### config.mk
export PLATFORM = sky130hd
export DESIGN_NAME = bcd_pulse_emitter
export DESIGN_NICKNAME = d
export VERILOG_FILES = /design/src/rtl/bcd_pulse_pkg.sv /design/src/rtl/bcd_down_counter.sv /design/src/rtl/bcd_pulse_emitter.sv
export SDC_FILE = /design/constraint.sdc
export NUM_CORES = 1
export LEC_CHECK = 0
export ABC_AREA = 1
export BUFFER_PORTS_ARGS = -buffer_cell sky130_fd_sc_hd__buf_2
export CORE_UTILIZATION = 56
export DETAILED_ROUTE_END_ITERATION = 8
export PLACE_DENSITY = 0.8
export SLEW_MARGIN = 30
export SYNTH_ARGS = -nofsm -noshare
export SYNTH_HDL_FRONTEND = slang
export SYNTH_HIERARCHICAL = 1
export SYNTH_SLANG_ARGS = --single-unit
### constraint.sdc
create_clock -name clk -period 2.2 [get_ports clk]
set_clock_uncertainty 0.05 [all_clocks]
set_input_delay 0.55 -clock clk [delete_from_list [all_inputs] [get_ports clk]]
set_output_delay 0.55 -clock clk [all_outputs]
set_load 0.02 [all_outputs]
### src/rtl/bcd_pulse_pkg.sv
// Package: bcd_pulse_pkg
// Shared types and helpers for the BCD pulse emitter.
//   state_t     - emitter FSM states (IDLE, PULSE, GAP, DONE)
//   bcd_digit_t - one BCD digit
//   BCD_MAX     - largest legal BCD digit value
//   bcd_valid4  - true when all four digits of a 16-bit BCD word are 0..9
package bcd_pulse_pkg;

   typedef enum logic [1:0] {
      IDLE  = 2'd0,
      PULSE = 2'd1,
      GAP   = 2'd2,
      DONE  = 2'd3
   } state_t;

   typedef logic [3:0] bcd_digit_t;

   localparam bcd_digit_t BCD_MAX = 4'd9;

   function automatic logic bcd_valid4(input logic [15:0] value);
      logic ok;
      ok = 1'b1;
      for (int i = 0; i < 4; i++) begin
         if (value[i*4 +: 4] > BCD_MAX) ok = 1'b0;
      end
      return ok;
   endfunction

endpackage

### src/rtl/bcd_down_counter.sv
// Module: bcd_down_counter
// Four-digit BCD register that counts down by one with a digit borrow chain.
// Ports:
//   clk, reset  - clock, asynchronous active-high reset (clears to 0000)
//   load        - load load_value (takes priority over dec)
//   load_value  - 16-bit BCD value to load, [15:12] most significant
//   dec         - decrement by one; ignored when the count is already zero
//   value       - current BCD count
//   is_zero     - value == 0000
module bcd_down_counter
   import bcd_pulse_pkg::*;
(
   input  logic        clk,
   input  logic        reset,
   input  logic        load,
   input  logic [15:0] load_value,
   input  logic        dec,
   output logic [15:0] value,
   output logic        is_zero
);

   bcd_digit_t digit_reg  [4];
   bcd_digit_t digit_next [4];
   // borrow[i] means digit i must step down this cycle.
   logic [3:0] borrow;

   // Gating with is_zero keeps the count from wrapping to 9999.
   assign borrow[0] = dec & ~is_zero;

   genvar gi;
   generate
      for (gi = 0; gi < 4; gi++) begin : g_digit
         if (gi < 3) begin : g_chain
            // A digit sitting at 0 wraps to 9 and passes the borrow upward.
            assign borrow[gi+1] = borrow[gi] & (digit_reg[gi] == 4'd0);
         end

         assign digit_next[gi] = load       ? load_value[gi*4 +: 4] :
                                 borrow[gi] ? ((digit_reg[gi] == 4'd0) ? BCD_MAX
                                                                       : digit_reg[gi] - 4'd1) :
                                              digit_reg[gi];

         assign value[gi*4 +: 4] = digit_reg[gi];
      end
   endgenerate

   always_ff @(posedge clk or posedge reset) begin
      if (reset) begin
         for (int i = 0; i < 4; i++) digit_reg[i] <= '0;
      end else begin
         for (int i = 0; i < 4; i++) digit_reg[i] <= digit_next[i];
      end
   end

   assign is_zero = (value == 16'h0000);

endmodule

### src/rtl/bcd_pulse_emitter.sv
// Module: bcd_pulse_emitter
// Emits exactly N evenly spaced pulses, where N is a 4-digit BCD request,
// counting the remaining pulses down in BCD for a seven-segment display.
// Parameters:
//   TICK_DIV   - pulse period in clk cycles (must exceed PULSE_HIGH)
//   PULSE_HIGH - pulse width in clk cycles (1 or more)
// Ports:
//   clk, reset - clock, asynchronous active-high reset
//   start      - run request, sampled only in IDLE
//   abort      - stops an active run on the next edge (beats start)
//   bcd_in     - requested pulse count, 4 BCD digits
//   pulse_out  - pulse train
//   busy       - run in progress (PULSE, GAP, DONE)
//   done       - one-cycle strobe on normal completion
//   err        - one-cycle strobe when start carries a non-BCD digit
//   remaining  - BCD pulses still to emit
//   sent       - binary pulses emitted this run
// Configuration macro:
//   BCD_PULSE_SENT_EN - when defined the binary sent counter is built;
//                       otherwise sent is tied to 0.
module bcd_pulse_emitter
   import bcd_pulse_pkg::*;
#(
   parameter int TICK_DIV   = 100000,
   parameter int PULSE_HIGH = 1
) (
   input  logic        clk,
   input  logic        reset,
   input  logic        start,
   input  logic        abort,
   input  logic [15:0] bcd_in,
   output logic        pulse_out,
   output logic        busy,
   output logic        done,
   output logic        err,
   output logic [15:0] remaining,
   output logic [15:0] sent
);

   localparam int CNT_W = $clog2(TICK_DIV + 1);
   // Terminal counts: the counter restarts at 0 on every PULSE/GAP entry.
   localparam logic [CNT_W-1:0] PULSE_LAST = CNT_W'(PULSE_HIGH - 1);
   localparam logic [CNT_W-1:0] GAP_LAST   = CNT_W'(TICK_DIV - PULSE_HIGH - 1);

   state_t           state_reg, state_next;
   logic [CNT_W-1:0] cnt_reg, cnt_next;
   logic             load, dec;
   logic [15:0]      remaining_value;
   logic             remaining_is_zero;

   logic pulse_out_reg, pulse_out_next;
   logic busy_reg, busy_next;
   logic done_reg, done_next;
   logic err_reg, err_next;

   bcd_down_counter u_counter (
      .clk        (clk),
      .reset      (reset),
      .load       (load),
      .load_value (bcd_in),
      .dec        (dec),
      .value      (remaining_value),
      .is_zero    (remaining_is_zero)
   );

   // State, tick counter and registered outputs.
   always_ff @(posedge clk or posedge reset) begin
      if (reset) begin
         state_reg     <= IDLE;
         cnt_reg       <= '0;
         pulse_out_reg <= 1'b0;
         busy_reg      <= 1'b0;
         done_reg      <= 1'b0;
         err_reg       <= 1'b0;
      end else begin
         state_reg     <= state_next;
         cnt_reg       <= cnt_next;
         pulse_out_reg <= pulse_out_next;
         busy_reg      <= busy_next;
         done_reg      <= done_next;
         err_reg       <= err_next;
      end
   end

   // Next-state logic, also producing the counter load/decrement controls.
   always_comb begin
      state_next = state_reg;
      load       = 1'b0;
      dec        = 1'b0;
      case (state_reg)
         IDLE: begin
            if (start && !abort && bcd_valid4(bcd_in)) begin
               if (bcd_in == 16'h0000) begin
                  state_next = DONE;
               end else begin
                  load       = 1'b1;
                  state_next = PULSE;
               end
            end
         end
         PULSE: begin
            if (abort) begin
               state_next = IDLE;
            end else if (cnt_reg == PULSE_LAST) begin
               dec = !remaining_is_zero;
               // The count about to reach zero means this was the final pulse.
               state_next = (remaining_value == 16'h0001) ? DONE : GAP;
            end
         end
         GAP: begin
            if (abort) state_next = IDLE;
            else if (cnt_reg == GAP_LAST) state_next = PULSE;
         end
         DONE: state_next = IDLE;
         default: state_next = IDLE;
      endcase
   end

   // Output logic: outputs are computed from the upcoming state and
   // registered, so each output lines up with the state it describes.
   always_comb begin
      pulse_out_next = (state_next == PULSE);
      busy_next      = (state_next != IDLE);
      done_next      = (state_next == DONE);
      err_next       = (state_reg == IDLE) && start && !abort && !bcd_valid4(bcd_in);
      if (state_next != state_reg) cnt_next = '0;
      else if (state_reg == PULSE || state_reg == GAP) cnt_next = cnt_reg + CNT_W'(1);
      else cnt_next = '0;
   end

`ifdef BCD_PULSE_SENT_EN
   logic [15:0] sent_reg;

   always_ff @(posedge clk or posedge reset) begin
      if (reset)     sent_reg <= '0;
      else if (load) sent_reg <= '0;
      else if (dec)  sent_reg <= sent_reg + 16'd1;
   end

   assign sent = sent_reg;
`else
   assign sent = '0;
`endif

   assign pulse_out = pulse_out_reg;
   assign busy      = busy_reg;
   assign done      = done_reg;
   assign err       = err_reg;
   assign remaining = remaining_value;

endmodule

==> flow_summary.json, run 1 <==
{
  "outcome": "finished, final reports clean",
  "areaGrowthSynthToFinish_pct": 12.8,
  "worst_r2r_path_depth": 12,
  "final_period_minus_worst_setup_slack_ns": 2.01,
  "detailed_place_hpwl_um": 5070,
  "drt_first_pass_iters": 4,
  "cell_internal_pwr_mw": 1.74,
  "grt.overflow.total": 0,
  "clock_sinks": 39,
  "io_buffers": 39,
  "number_of_flops_mapped_to_enable_cells_by_yosys": 0,
  "crit-reg2reg-launch": "cnt_reg[1]",
  "post_route_cells_drive_above_1_share": 0.225,
  "largest_register_ffs": 17,
  "final-hold-violation-count": 0,
  "p_sw_frac": 0.508,
  "routed_wl_um": 6710,
  "clk_transition_reported_paths_ns": 0.09,
  "timing.critical_path.to_type": "flop",
  "gp_congestion": 0.943,
  "postSynth.asyncResetShare": 1.00,
  "cellLeakagePower_nw": 1.73,
  "antenna_found_initial": 0,
  "timing.critical_path.from": "cnt_reg[1]",
  "critical_path.startpoint_type": "flop",
  "drt.antenna.violating_nets": 0,
  "max_freq_mhz": 499,
  "die_outline_area_sq_um": 5650,
  "clk_latency_ns": 0.30,
  "final_core_util": 0.658,
  "drt_first_iter_violations": 251,
  "die-height_um": 75.2,
  "yosysUniqueCellTypes": 34,
  "synth_area_sq_um": 3000,
  "routed-via-count": 2866,
  "irDropWorstVdd_uv": 872,
  "register_bit_total_from_synthesis": 39,
  "timing.setup.tns_ns": 0,
  "floorplan.initialDensity": 0.584,
  "vias_per_inst": 5.09,
  "final_min_period_over_clock_period": 0.912,
  "holdBufCountCts": 0,
  "synthTopCellsByArea": "dfrtp_1 (33%), nand2_1 (15%), nor2_1 (7.3%)",
  "crit_path_to": "cnt_reg[16]",
  "grt_start_max_net_pins": 24,
  "synth-main-ff-cell": "dfrtp_1",
  "power.clock.fraction": 0.146,
  "placed_cell_area_sq_um": 3240,
  "cp_max_fo": 17,
  "yosysTopAreaCellShare": 0.325,
  "worst-slew-pin-transition_ns": 0.682,
  "worst_path_most_repeated_cell": "nand2_1",
  "post-synth-top-area-cell": "dfrtp_1",
  "std_cell_rows": 26,
  "hp-class": "input pin to async pin",
  "final_antenna_diode_count": 0,
  "timing.max_cap.violations": 0,
  "via_count_of_the_first_global_routing_pass": 2534,
  "gr-usage-met2": 0.412,
  "cts-buffers-inserted": 5,
  "root_buffer": "clkbuf_8",
  "arrival_ns": 2.17,
  "grt_use_total": 0.253,
  "worst-endpoint-required_ns": 2.37,
  "comb_power_share": 0.553,
  "number_of_design_rule_violations_left_after_detail_routing": 0,
  "switching_power_mw": 1.79,
  "share_seq_of_total_power": 0.301,
  "yosysWarnings": 6,
  "fillers": 468,
  "cts_htree_levels": 2,
  "r2r_slack_ns": 0.19,
  "critical_path.max_stage_delay_ns": 0.42,
  "boundaryPins": 56,
  "layout.nets": 518,
  "worst_path_cell_chain": "inv_1 > ha_1 > inv_1 > nor2_1 > nand2_1 > nor2_1 > nand2_1 > nand2_1 > nand3b_1 > nand3_1 > nand2_8 > nor3_1",
  "power_density_nw_per_um2": 1040,
  "use_met1": 0.334,
  "dieWidth_um": 75.2,
  "syn-instance-count": 444,
  "first_pass_grt_wire_length_um": 11000,
  "maxSlewHeadroom": 0.545,
  "average_routed_wire_per_standard_cell_um": 11.9,
  "synth-seq-area-share": 0.325,
  "finalInstanceArea_sq_um": 3380,
  "met3_track_utilization_from_global_routing": 0.0535,
  "design.core.area_sq_um": 5140,
  "path_class": "flop to flop",
  "crit-reg2reg-capture": "cnt_reg[16]",
  "finalSetupViolations": 0,
  "tritoncts": "yes",
  "slew_violations": 0,
  "critical-path-slowest-cell": "dfrtp_1",
  "clock_path_buffers": 2,
  "synth_area_per_cell_sq_um": 6.76,
  "grt_most_used_layer": "met2"
}
==> worst max-delay path, delay by kind of cell, from the launching register on <==
kind	cells	cell delay, ns
and+or+nand+nor	9	1.16
DFF	1	0.42
buffers and inverters	2	0.15
adders and majority gates	1	0.15
==> through the flow <==
step / std cells / power (mW) / hold WS [ns] / setup WS (ns)
3_5_place_dp: 554 / 2.94 / 0.499 / 0.114
4_1_cts: 562 / 3.46 / 0.247 / 0.130
6_report: 563 / 3.52 / 0.232 / 0.194
2_1_floorplan: 459 / 2.52 / 0.414 / 0.140
3_3_place_gp: 554 / 2.90 / 0.495 / 0.152
5_1_grt: 563 / 3.82 / 0.269 / -0.00468
==> power groups by stage <==
stage          clock network (mW)  registers [mW]  logic [mW]
2_1_floorplan                   0            1.23        1.29
3_3_place_gp                    0            1.07        1.84
3_5_place_dp                    0            1.07        1.87
4_1_cts                     0.530            1.06        1.87
5_1_grt                     0.551            1.09        2.18
6_report                    0.513            1.06        1.95
==> cell type report <==
| cell class | count | area [sq um] | area share |
|---|---|---|---|
| multi-input combinational | 340 | 1740 | 0.513 |
| sequential | 39 | 976 | 0.288 |
| timing repair buffer | 51 | 285 | 0.0843 |
| inverter | 55 | 206 | 0.0610 |
| tap | 70 | 87.6 | 0.0259 |
| clock buffer | 5 | 68.8 | 0.0203 |
| clock inverter | 3 | 25.0 | 0.00739 |
==> cells by family (layout without fill, tap and decap cells) <==
family          Yosys count  count (layout)  synth area share
fa+ha+maj                 6               6            0.0250
flops                    39              39             0.325
buf+inv                  80             114             0.129
xor+xnor                  4               4            0.0117
simple gates            272             272             0.432
other cells               1              16           0.00125
compound gates           42              42            0.0755
==> how the worst min path moves through the flow <==
| stage | endpoint | slack [ns] | start | cells past startpoint |
|---|---|---|---|---|
| 2_1_floorplan | u_counter/value[0] | 0.41 | reset | 1 |
| 3_3_place_gp | u_counter/value[15] | 0.49 | u_counter/value[15] | 2 |
| 3_5_place_dp | u_counter/value[15] | 0.50 | u_counter/value[15] | 2 |
| 4_1_cts | cnt_reg[10] | 0.25 | reset | 3 |
| 5_1_grt | err | 0.27 | reset | 3 |
| 6_report | err | 0.23 | reset | 3 |
==> what timing repair did <==
action                     in CTS  in global routing
gates resized for setup         0                  9
setup endpoints to repair       0                 25
setup buffers                   0                  1
==> cell usage after synthesis (all sizes together), types with 3 or more instances <==
library cell / count
a21oi: 11
nand2: 127
nor3: 23
xor2: 4
nor4: 3
ha: 6
o21ai: 24
nand3: 41
nor2: 69
dfrtp: 39
nand4: 5
buf: 22
clkbuf: 3
inv: 54
==> routing by layer <==
layer  share of wire  vias to the layer above
li1                -                     1480
met1            0.46                     1280
met2            0.47                       96
met3           0.054                       10
met4           0.012                        0
met5               0                        -
==> cells in the final DEF, fill, tap and decap left out, drive strengths merged, types with 3 or more instances in the layout <==
cell type / count
o21ai: 24
buf: 51
nor2: 69
nand3: 41
nand2: 127
xor2: 4
clkbuf: 5
nor3: 23
inv: 54
clkinv: 3
nor4: 3
nand4: 5
a21oi: 11
ha: 6
conb: 16
dfrtp: 39
Note: power is estimated with default switching activity, not from simulation.
==> run 2: changes to the inputs <==
--- a/config.mk
+++ b/config.mk
@@ -6,10 +6,12 @@
 export NUM_CORES = 1
 export LEC_CHECK = 0
 export ABC_AREA = 1
-export BUFFER_PORTS_ARGS = -buffer_cell sky130_fd_sc_hd__buf_2
-export CORE_UTILIZATION = 56
+export BUFFER_PORTS_ARGS = -buffer_cell sky130_fd_sc_hd__buf_4
+export CELL_PAD_IN_SITES_DETAIL_PLACEMENT = 1
+export CELL_PAD_IN_SITES_GLOBAL_PLACEMENT = 2
+export CORE_UTILIZATION = 30
 export DETAILED_ROUTE_END_ITERATION = 8
-export PLACE_DENSITY = 0.8
+export PLACE_DENSITY_LB_ADDON = 0.1
 export SLEW_MARGIN = 30
 export SYNTH_ARGS = -nofsm -noshare
 export SYNTH_HDL_FRONTEND = slang
==> flow_summary.json, run 2 (synthesis results as in run 1) <==
{
  "holdBufCountCts": 0,
  "placed_cell_area_sq_um": 3480,
  "post_route_cells_drive_above_1_share": 0.232,
  "gp_congestion": 0.783,
  "worst-endpoint-required_ns": 2.35,
  "vias_per_inst": 4.62,
  "die-height_um": 102,
  "switching_power_mw": 1.85,
  "outcome": "finished, final reports clean",
  "layout.nets": 527,
  "final_cell_mix": "nand2_1 (115), buf_4 (60), nor2_1 (57)",
  "r2r_slack_ns": 0.20,
  "final_min_period_over_clock_period": 0.910,
  "path_class": "flop to flop",
  "drt_first_iter_violations": 52,
  "clk_latency_ns": 0.29,
  "cp_max_fo": 8,
  "clock_path_buffers": 2,
  "finalInstanceArea_sq_um": 3610,
  "cellLeakagePower_nw": 1.81,
  "fillers": 1306,
  "areaGrowthSynthToFinish_pct": 20.4,
  "arrival_ns": 2.15,
  "worst-slew-pin-transition_ns": 0.752,
  "final_common_cell": "nand2_1",
  "drt_first_pass_iters": 4,
  "grt.overflow.total": 0,
  "root_buffer": "clkbuf_8",
  "via_count_of_the_first_global_routing_pass": 3041,
  "std_cell_rows": 36,
  "io_buffers": 39,
  "worst_r2r_path_depth": 13,
  "tritoncts": "yes",
  "share_seq_of_total_power": 0.288,
  "final_antenna_diode_count": 0,
  "finalSetupViolations": 0,
  "p_sw_frac": 0.493,
  "design.core.area_sq_um": 9730,
  "detailed_place_hpwl_um": 7010,
  "maxSlewHeadroom": 0.498,
  "comb_power_share": 0.576,
  "grt_use_total": 0.186,
  "power_density_nw_per_um2": 1040,
  "cell_internal_pwr_mw": 1.90,
  "clk_transition_reported_paths_ns": 0.08,
  "grt_start_max_net_pins": 24,
  "timing.critical_path.to_type": "flop",
  "final_period_minus_worst_setup_slack_ns": 2.00,
  "floorplan.initialDensity": 0.308,
  "boundaryPins": 56,
  "routed-via-count": 2929,
  "cts-buffers-inserted": 5,
  "power.clock.fraction": 0.137,
  "average_routed_wire_per_standard_cell_um": 14.0,
  "cts_htree_levels": 2,
  "largest_register_ffs": 17,
  "clock_sinks": 39,
  "number_of_design_rule_violations_left_after_detail_routing": 0,
  "finalPower_mw": 3.75,
  "drt.antenna.violating_nets": 0,
  "dieWidth_um": 102,
  "first_pass_grt_wire_length_um": 15100,
  "critical_path.startpoint_type": "flop",
  "timing.max_cap.violations": 0,
  "finalHoldWorstSlack_ns": 0.263,
  "max_freq_mhz": 499,
  "die_outline_area_sq_um": 10400,
  "hp-class": "input pin to async pin",
  "irDropWorstVdd_uv": 350,
  "routed_wl_um": 8860,
  "slew_violations": 0,
  "antenna_found_initial": 0,
  "final-hold-violation-count": 0
}
==> run 2: final cells by class <==
type / count / area (sq um) / area share
tap: 133 / 166 / 0.0461
sequential: 39 / 976 / 0.270
inverter: 55 / 206 / 0.0572
clock inverter: 1 / 5.00 / 0.00139
clock buffer: 6 / 82.6 / 0.0229
timing repair buffer: 60 / 450 / 0.125
multi-input combinational: 340 / 1720 / 0.477
==> run 2: metal layers <==
| metal | vias up | share of wire | global-route usage |
|---|---|---|---|
| met5 | - | 0 | 0 |
| met3 | 10 | 0.026 | 0.0239 |
| met1 | 1387 | 0.44 | 0.226 |
| met2 | 47 | 0.52 | 0.345 |
| met4 | 0 | 0.014 | 0.0440 |
| li1 | 1485 | - | - |
==> run 2: worst paths after layout <==
kind                                        to       start
setup / recovery           u_counter/value[10]  cnt_reg[1]
hold / removal                      cnt_reg[3]       reset
setup reg to reg           u_counter/value[10]  cnt_reg[1]
hold reg to reg                     cnt_reg[0]  cnt_reg[0]
max in group asynchronous  u_counter/value[11]       reset
min in group clk                           err       abort
==> run 2: worst max-delay path, stage by stage, from the launching register on <==
cell and delay [ns]:
dfrtp_1 0.41, inv_1 0.11, ha_1 0.14, inv_1 0.04, nor2_2 0.10, nand2_1 0.06
nor2_1 0.12, nand2_2 0.10, nor3_4 0.21, nand4_1 0.15, nand2_2 0.13, buf_4 0.16
nand2_1 0.05, o21ai_0 0.09
==> run 2: what timing repair did <==
item | 4_1_cts | 5_1_grt
setup endpoints to repair | 0 | 28
resized for setup | 0 | 7
setup buffers | 0 | 2
==> run 2: power groups by stage <==
stage	clock network [mW]	logic (mW)	registers [mW]
6_report	0.512	2.16	1.08
5_1_grt	0.571	2.43	1.11
4_1_cts	0.538	2.13	1.08
3_5_place_dp	0	2.13	1.10
3_3_place_gp	0	2.11	1.10
2_1_floorplan	0	1.29	1.23
==> run 2: metrics by stage <==
stage | worst slack (ns) | utilization | cells | TNS [ns]
2_1_floorplan | 0.140 | - | 459 | 0
3_3_place_gp | 0.0882 | 0.358 | 625 | 0
4_1_cts | 0.0271 | 0.367 | 632 | 0
6_report | 0.197 | 0.371 | 634 | 0
3_5_place_dp | 0.0397 | 0.358 | 625 | 0
5_1_grt | -0.0170 | 0.371 | 634 | -0.0170
==> run 3: changes to the inputs <==
--- a/config.mk
+++ b/config.mk
@@ -5,11 +5,10 @@
 export SDC_FILE = /design/constraint.sdc
 export NUM_CORES = 1
 export LEC_CHECK = 0
-export ABC_AREA = 1
 export BUFFER_PORTS_ARGS = -buffer_cell sky130_fd_sc_hd__buf_4
 export CELL_PAD_IN_SITES_DETAIL_PLACEMENT = 1
 export CELL_PAD_IN_SITES_GLOBAL_PLACEMENT = 2
-export CORE_UTILIZATION = 30
+export CORE_UTILIZATION = 33
 export DETAILED_ROUTE_END_ITERATION = 8
 export PLACE_DENSITY_LB_ADDON = 0.1
 export SLEW_MARGIN = 30
==> flow_summary.json, run 3 <==
{
  "worst_path_cell_chain": "or4_4 > nor4_4 > and2_4 > nand2_4 > nor2_4 > buf_4 > nand2b_4 > or4b_4 > a21oi_2 > a21o_1",
  "cp_max_fo": 3,
  "final_cell_mix": "buf_4 (113), dfrtp_1 (39), nor4_1 (24)",
  "gr-usage-met2": 0.372,
  "finalHoldWorstSlack_ns": 0.236,
  "grt_most_used_layer": "met2",
  "max_freq_mhz": 402,
  "die_outline_area_sq_um": 8340,
  "critical_path.startpoint_type": "flop",
  "number_of_flops_mapped_to_enable_cells_by_yosys": 0,
  "irDropWorstVdd_uv": 580,
  "met3_track_utilization_from_global_routing": 0.0360,
  "critical_path.max_stage_delay_ns": 0.55,
  "cts-buffers-inserted": 5,
  "routed_wl_um": 8740,
  "final_common_cell": "buf_4",
  "final_period_minus_worst_setup_slack_ns": 2.49,
  "tritoncts": "yes",
  "final-hold-violation-count": 0,
  "die-height_um": 91.3,
  "boundaryPins": 56,
  "synth-main-ff-cell": "dfrtp_1",
  "clock_sinks": 39,
  "detailed_place_hpwl_um": 6260,
  "timing.critical_path.to_type": "flop",
  "hp-class": "input pin to async pin",
  "synth-seq-area-share": 0.371,
  "synthTopCellsByArea": "dfrtp_1 (37%), nor4_1 (6.4%), buf_4 (4.6%)",
  "violations_in_the_final_reports": "setup timing",
  "syn-instance-count": 295,
  "clock_path_buffers": 2,
  "largest_register_ffs": 17,
  "timing.max_cap.violations": 0,
  "gp_congestion": 0.824,
  "number_of_design_rule_violations_left_after_detail_routing": 0,
  "finalSetupViolations": 25,
  "worst-slew-pin-transition_ns": 0.689,
  "final_antenna_diode_count": 0,
  "slew_violations": 0,
  "vias_per_inst": 5.25,
  "std_cell_rows": 32,
  "layout.nets": 439,
  "drt.antenna.violating_nets": 0,
  "drt_first_pass_iters": 5,
  "clk_transition_reported_paths_ns": 0.09,
  "clk_latency_ns": 0.31,
  "yosysUniqueCellTypes": 54,
  "first_pass_grt_wire_length_um": 14600,
  "critical-path-slowest-cell": "or4_4",
  "dieWidth_um": 91.3,
  "register_bit_total_from_synthesis": 39,
  "root_buffer": "clkbuf_8",
  "areaGrowthSynthToFinish_pct": 49.4,
  "average_routed_wire_per_standard_cell_um": 16.9,
  "use_met1": 0.286,
  "via_count_of_the_first_global_routing_pass": 2841,
  "postSynth.asyncResetShare": 1.00,
  "power_density_nw_per_um2": 1220,
  "yosysTopAreaCellShare": 0.371,
  "grt_use_total": 0.222,
  "holdBufCountCts": 0,
  "finalPower_mw": 4.81,
  "io_buffers": 39,
  "arrival_ns": 2.68,
  "synth_area_sq_um": 2630,
  "post-synth-top-area-cell": "dfrtp_1",
  "grt.overflow.total": 0,
  "path_class": "flop to flop",
  "synth_area_per_cell_sq_um": 8.93,
  "yosys.cell_count.top_type": "dfrtp_1",
  "final_min_period_over_clock_period": 1.13,
  "design.core.area_sq_um": 7730,
  "worst_slack_ns": -0.288,
  "antenna_found_initial": 0,
  "drt_first_iter_violations": 73,
  "routed-via-count": 2711,
  "grt_setup_unrepaired": "true",
  "post_route_cells_drive_above_1_share": 0.418,
  "maxSlewHeadroom": 0.540,
  "worst-endpoint-required_ns": 2.39,
  "yosysWarnings": 6,
  "grt_start_max_net_pins": 24,
  "outcome": "finished with violations",
  "cellLeakagePower_nw": 1.73,
  "cts_htree_levels": 2,
  "r2r_slack_ns": -0.29,
  "most_instantiated_cells_after_synthesis": "dfrtp_1 (39), nor4_1 (27), nand2_1 (18), nor2_1 (18)",
  "floorplan.initialDensity": 0.341
}
[run 3: metrics by stage]
step / setup WS (ns) / utilization / setup TNS [ns] / instance area [sq um] / instances
finish: -0.288 / 0.509 / -3.19 / 3940 / 516
floorplan: -0.458 / - / -3.14 / 2740 / 310
detailed placement: -0.357 / 0.460 / -4.88 / 3550 / 494
global placement: -0.271 / 0.460 / -3.69 / 3550 / 494
global route: -0.406 / 0.509 / -6.52 / 3940 / 516
CTS: -0.339 / 0.497 / -4.24 / 3840 / 512
[run 3: metal layers]
layer | up-vias | wire (um)
li1 | 1298 | -
met1 | 1349 | 3950
met3 | 16 | 240
met4 | 0 | 189
met5 | - | 0
met2 | 48 | 4360
[run 3: cells by family (layout without fill, tap and decap cells)]
| kind of cell | Yosys count | in the layout | synth area share |
|---|---|---|---|
| flip-flops | 39 | 39 | 0.371 |
| AO/OA/AOI/OAI | 52 | 52 | 0.130 |
| XOR/XNOR | 16 | 16 | 0.0532 |
| buffers and inverters | 40 | 144 | 0.0836 |
| AND/OR/NAND/NOR | 136 | 136 | 0.313 |
| adder cells (fa/ha/maj) | 6 | 6 | 0.0285 |
| multiplexers | 5 | 5 | 0.0200 |
| other | 1 | 16 | 0.00142 |
[run 3: area by class of cell]
| cell class | instances | area [sq um] |
|---|---|---|
| Inverter | 12 | 45.0 |
| Fill cell | 933 | 3790 |
| Clock inverter | 3 | 15.0 |
| Timing Repair Buffer | 124 | 1040 |
| Multi-Input combinational cell | 231 | 1670 |
| Sequential cell | 39 | 976 |
| Tap cell | 102 | 128 |
| Clock buffer | 5 | 68.8 |
[run 3: what timing repair did]
action,4_1_cts,5_1_grt
buffers inserted,9,5
cloned,2,0
endpoints found under the setup margin,15,37
gates resized for setup,22,14
pin swaps,13,13
[run 3: final timing paths]
check	from	endpoint	cells after the start
worst max register to register	cnt_reg[13]	u_counter/value[2]	10
max in group asynchronous	reset	u_counter/value[2]	2
worst min register to register	cnt_reg[0]	cnt_reg[0]	2
min in group clk	bcd_in[2]	u_counter/value[2]	2
worst min-delay path	reset	cnt_reg[0]	3
worst max-delay path	cnt_reg[13]	u_counter/value[2]	10
[run 3: where the power goes]
part	internal (mW)	switching [mW]	total, mW
logic	1.56	1.68	3.23
clock network	0.218	0.275	0.493
registers	0.915	0.169	1.08
total	2.69	2.12	4.81
[run 3: worst max-delay path, delay by kind of cell (launching register included)]
family | cells | cell delay (ns)
AO/OA/AOI/OAI | 2 | 0.24
buffers and inverters | 1 | 0.14
flip-flops | 1 | 0.39
AND/OR/NAND/NOR | 7 | 1.60
